## config.mk

```make
export PLATFORM = sky130hd
export DESIGN_NAME = dram_port_arbiter
export DESIGN_NICKNAME = d
export VERILOG_FILES = /design/src/rtl/dram_port_arbiter.sv
export SDC_FILE = /design/constraint.sdc
export NUM_CORES = 1
export LEC_CHECK = 0
export BUFFER_PORTS_ARGS = -buffer_cell sky130_fd_sc_hd__buf_2
export CORE_AREA = 5 5 57 59
export CTS_CLUSTER_SIZE = 28
export DETAILED_ROUTE_END_ITERATION = 8
export DIE_AREA = 0 0 62 64
export PLACE_DENSITY = 0.69
export SYNTH_ARGS = -nofsm -noshare
export SYNTH_HDL_FRONTEND = slang
export SYNTH_SLANG_ARGS = --single-unit
```

## constraint.sdc

```tcl
create_clock -name CLK -period 1 [get_ports CLK]
set_input_delay 0.2 -clock CLK [delete_from_list [all_inputs] [get_ports CLK]]
set_output_delay 0.2 -clock CLK [all_outputs]
set_load 0.05 [all_outputs]
```

## src/rtl/dram_port_arbiter.sv

```systemverilog
// ---------------------------------------------------------------------------
// dram_port_arbiter
//
// Shares the single data-memory port between the single-cycle CPU and a
// DMA/debug requester. The CPU owns the port by default; while the DMA side
// holds the grant the CPU is stalled through CPU_EN_L and the DMA address,
// data and write enable are muxed onto the memory. A per-grant beat limit
// (MAX_BURST) and a minimum CPU run time (MIN_CPU) bound starvation of
// either side.
//
// Ports:
//   CLK        system clock, all state on the rising edge
//   RESET      synchronous, active-low reset
//   CPU_ADDR   CPU data address
//   CPU_DATA   CPU write data
//   CPU_MW     CPU memory write
//   CPU_EN_L   CPU enable, low = run, high = stall
//   DMA_REQ    DMA request / beat valid (level)
//   DMA_ADDR   DMA address
//   DMA_DATA   DMA write data
//   DMA_WE     DMA beat is a write
//   DMA_GNT    DMA owns the port this cycle
//   DMA_Q      registered DMA read data
//   DMA_VALID  one-cycle pulse marking DMA_Q as fresh
//   MEM_ADDR   memory address
//   MEM_DATA   memory write data
//   MEM_MW     memory write enable
//   MEM_Q      memory read data, combinational from MEM_ADDR
// ---------------------------------------------------------------------------
module dram_port_arbiter #(
    parameter int AW        = 8,
    parameter int DW        = 8,
    parameter int MAX_BURST = 4,
    parameter int MIN_CPU   = 2
) (
    input  logic          CLK,
    input  logic          RESET,
    input  logic [AW-1:0] CPU_ADDR,
    input  logic [DW-1:0] CPU_DATA,
    input  logic          CPU_MW,
    output logic          CPU_EN_L,
    input  logic          DMA_REQ,
    input  logic [AW-1:0] DMA_ADDR,
    input  logic [DW-1:0] DMA_DATA,
    input  logic          DMA_WE,
    output logic          DMA_GNT,
    output logic [DW-1:0] DMA_Q,
    output logic          DMA_VALID,
    output logic [AW-1:0] MEM_ADDR,
    output logic [DW-1:0] MEM_DATA,
    output logic          MEM_MW,
    input  logic [DW-1:0] MEM_Q
);

    localparam logic [0:0] S_CPU = 1'b0;
    localparam logic [0:0] S_DMA = 1'b1;

    // Counter widths hold their terminal values without wrapping.
    localparam int BW = $clog2(MAX_BURST + 1);
    localparam int CW = $clog2(MIN_CPU + 1);

    localparam logic [BW-1:0] BURST_LAST = BW'(MAX_BURST - 1);
    localparam logic [CW-1:0] CPU_SAT    = CW'(MIN_CPU);
    // The CPU cycle in flight completes the minimum run, so the hand-over
    // can be decided one count early.
    localparam logic [CW-1:0] CPU_READY  = CW'(MIN_CPU - 1);

    logic [0:0]    state;
    logic [0:0]    state_d;
    logic [BW-1:0] burst_cnt;
    logic [CW-1:0] cpu_cnt;
    logic          dma_owns;
    logic          beat;
    logic          read_beat;
    logic          last_beat;
    logic [DW-1:0] dma_q_p1;
    logic          vld_p1;

    assign dma_owns  = (state == S_DMA);
    assign beat      = dma_owns && DMA_REQ;
    assign read_beat = beat && !DMA_WE;
    assign last_beat = beat && (burst_cnt == BURST_LAST);

    // Next-state: the grant ends on an idle cycle or on the final beat.
    always_comb begin
        state_d = state;
        case (state)
            S_CPU: begin
                if (DMA_REQ && (cpu_cnt >= CPU_READY)) begin
                    state_d = S_DMA;
                end
            end
            S_DMA: begin
                if (!DMA_REQ || last_beat) begin
                    state_d = S_CPU;
                end
            end
            default: state_d = S_CPU;
        endcase
    end

    always_ff @(posedge CLK) begin
        if (!RESET) begin
            state     <= S_CPU;
            cpu_cnt   <= '0;
            burst_cnt <= '0;
        end else begin
            state <= state_d;

            // Held at zero for the whole grant, so it starts from zero on
            // every entry to S_CPU.
            if (dma_owns) begin
                cpu_cnt <= '0;
            end else if (cpu_cnt != CPU_SAT) begin
                cpu_cnt <= cpu_cnt + CW'(1);
            end

            // Held at zero while the CPU owns the port, so every grant
            // starts counting from its first beat.
            if (!dma_owns) begin
                burst_cnt <= '0;
            end else if (beat) begin
                burst_cnt <= burst_cnt + BW'(1);
            end
        end
    end

    // ---- stage p1: registered DMA read return ----
    always_ff @(posedge CLK) begin
        if (!RESET) begin
            dma_q_p1 <= '0;
            vld_p1   <= 1'b0;
        end else begin
            vld_p1 <= read_beat;
            if (read_beat) begin
                dma_q_p1 <= MEM_Q;
            end
        end
    end

    assign DMA_Q     = dma_q_p1;
    assign DMA_VALID = vld_p1;
    assign DMA_GNT   = dma_owns;
    assign CPU_EN_L  = dma_owns;

    // Port mux. The stalled CPU's write strobe is dropped, and no write can
    // reach memory while reset is asserted.
    always_comb begin
        if (dma_owns) begin
            MEM_ADDR = DMA_ADDR;
            MEM_DATA = DMA_DATA;
            MEM_MW   = RESET && DMA_WE && DMA_REQ;
        end else begin
            MEM_ADDR = CPU_ADDR;
            MEM_DATA = CPU_DATA;
            MEM_MW   = RESET && CPU_MW;
        end
    end

endmodule

```

==> results by group <==
Power
  – Switching Share: 0.412
  – Leakage power: 0.822 nW
  – Combinational share of power: 0.621
  – VDD IR-drop max: 1.29 mV
  – Internal: 1.64 mW
  – Sequential Power Share: 0.257
  – Part of the power in the clock network: 0.121
  – Sw power: 1.15 mW
  – Power Dens Cells: 1610 nW/um2

Run status
  – Result of the run: finished with violations
  – Failing checks: negative setup slack

Synth
  – Number of synthesized flops with an enable pin: 0
  – Synth async-reset ratio: 0
  – Top-area cell type share of the netlist area: 0.347
  – Dominant cell type by area after synthesis: dfxtp_1
  – Mapped Nets: 138
  – Synthesized instance count: 89
  – Seq cells post-synth: 15
  – Synth top area cells: dfxtp_1 35%, mux2_2 21%, mux2i_1 12%
  – Syn Std Cell Area: 866 um2
  – Synthesis Warnings: 0
  – Share of the yosys chip area belonging to registers: 0.347
  – Syn Area/Cell: 9.73 um2
  – Synth cell types: 20
  – Most used DFF post-synth: dfxtp_1

Timing
  – Final period util: 1.47
  – Setup violators final: 31
  – Slew margin rel.: 0.886
  – Post-route minimum period: 1470 ps
  – RSZ-0062 raised after global routing: yes
  – Hold Fails Final Rpt: 0
  – Setup Skew: 3.48 ps
  – Setup slack after layout: -474 ps
  – Least-Margin Pin Slew: 166 ps
  – Fin Hold WS: 156 ps
  – Slew Viols, Final: 0
  – Fmax achieved: 678 MHz

Cells and area
  – Fin nets: 220
  – Share of cells above drive strength 1: 0.771
  – Most common cell after layout, fill and taps aside: buf_2
  – Area growth syn-to-layout: 99.9%
  – Fin util: 0.650
  – Antenna cell count: 0
  – Finished Layout Cells: 201
  – Most frequent cells in the layout: 44 x buf_2, 24 x buf_6, 17 x nand2_1

Placed design
  – Number of instances in the placed design: 192
  – Placer Congestion: 0.721
  – I/O Buffers: 72
  – Dpl hpwl: 2120 um
  – Place WS: -312 ps

Floorplanning
  – Row cnt: 19
  – Core area: 2660 um2
  – Die height: 64 um
  – Die width: 62 um
  – Number of I/O pins: 73
  – Die area: 3970 um2
  – Starting Density: 0.325

Clock tree
  – Max Buffers Root-to-Sink: 2
  – Clock Sinks: 15
  – Root buffer cell: clkbuf_4
  – Num CTS Buffers: 3
  – Worst-Skew Late Latency: 270 ps
  – H-tree levels: 1
  – Worst-path clk slew: 90 ps
  – CTS tree: built

Drt
  – Vias post-DR: 936
  – Via density: 4.66
  – Routed WL: 3030 um
  – Initial DRC Count: 8
  – WL/cell: 15.1 um
  – Antenna Nets Post-Route: 0
  – DRC: 0
  – DR pass1 iterations: 3

Setup path
  – Crit path cell chain: buf_12, mux2_4, buf_6
  – CP max stage cell: dfxtp_4
  – WP buf/inv: 2
  – Critical Path AT: 1270 ps
  – Critical path data required time: 800 ps
  – Endpoint type of the worst setup path: output pin
  – CP delay by family, top: flip-flops
  – Critical Path Max Stage Delay: 380 ps
  – CP max FO: 11
  – Setup Crit Path Kind: reg2out
  – Startpoint types: flop

Global routing
  – Overflow after GRT: 0
  – Vias in the first global route: 977
  – Largest net degree at the start of global routing: 16
  – First-pass GRT wire length: 4370 um
  – Initial antenna violation count: 0
  – GRT Overall Usage: 0.141

Run
  – MaxCap Viol Count: 0

Hold path
  – Hold Path Class: in2reg
==> layout make-up <==
cell class,count,area (um2)
Inverter,3,11.3
Clock buffer,4,26.3
Sequential cell,15,319
Multi-Input combinational cell,64,642
Tap cell,31,38.8
Timing Repair Buffer,84,693
Fill cell,200,932
==> path summary, 6_finish.rpt <==
kind,startpoint,endpoint,slack (ps),cells past startpoint
worst max-delay path,CPU_EN_L$_SDFF_PN0_,MEM_DATA[3],-470,3
worst min-delay path,MEM_Q[6],DMA_Q[6]$_SDFFE_PN0P_,160,3
worst max register to register,CPU_EN_L$_SDFF_PN0_,DMA_Q[1]$_SDFFE_PN0P_,-130,4
worst min register to register,DMA_Q[3]$_SDFFE_PN0P_,DMA_Q[3]$_SDFFE_PN0P_,470,2
==> what timing repair did <==
action,4_1_cts,5_1_grt
gates resized for setup,78,15
buffers inserted,4,1
hold buffers,0,0
pin swaps,1,1
setup endpoints to repair,43,40
==> sequential cells by signal, indices dropped and copies added, names as in the netlist <==
| register | count |
|---|---|
| burst_cnt | 3 |
| DMA_Q | 8 |
| DMA_VALID | 1 |
| cpu_cnt | 2 |
| CPU_EN_L | 1 |
==> power groups by stage <==
stage,clock (mW),combinational (mW),sequential (mW)
floorplan,0,0.985,0.788
global placement,0,1.20,0.779
detailed placement,0,1.23,0.788
CTS,0.357,1.66,0.706
global route,0.384,1.82,0.724
finish,0.338,1.73,0.716
==> stage by stage <==
step                setup TNS [ps]  power (mW)  cell area (um2)
detailed placement           -7450        2.02             1360
global placement             -6750        1.98             1360
CTS                          -9800        2.72             1680
finish                       -9550        2.78             1730
global route                -10810        2.93             1730
floorplan                    -4140        1.77              961
==> synthesized netlist by cell type, types with 2 or more instances <==
master / n
nand2_1: 18
mux2_2: 16
dfxtp_1: 15
mux2i_1: 10
nor2_1: 5
ha_1: 4
buf_6: 3
inv_1: 3
a211oi_1: 2
buf_4: 2
nand2b_1: 2
==> cells by family after synthesis <==
family | count (synthesis) | share of synthesized area
simple gates | 29 | 0.146
compound gates | 3 | 0.0260
fa+ha+maj | 4 | 0.0578
mux | 26 | 0.324
xor+xnor | 2 | 0.0202
buf+inv | 10 | 0.0795
flops | 15 | 0.347
==> worst register-to-register path, delay by kind of cell (launching register included) <==
| family | cells | cell delay, ps |
|---|---|---|
| simple gates | 1 | 210 |
| buf+inv | 2 | 270 |
| flops | 1 | 380 |
| mux | 1 | 190 |
==> per-layer routing <==
metal / up-vias / track usage / share of wire
li1: 458 / - / -
met1: 416 / 0.153 / 0.33
met2: 62 / 0.260 / 0.49
met3: 0 / 0.0523 / 0.17
met4: 0 / 0.0159 / 0
met5: - / 0 / 0
Note: power is estimated with default switching activity, not from simulation.
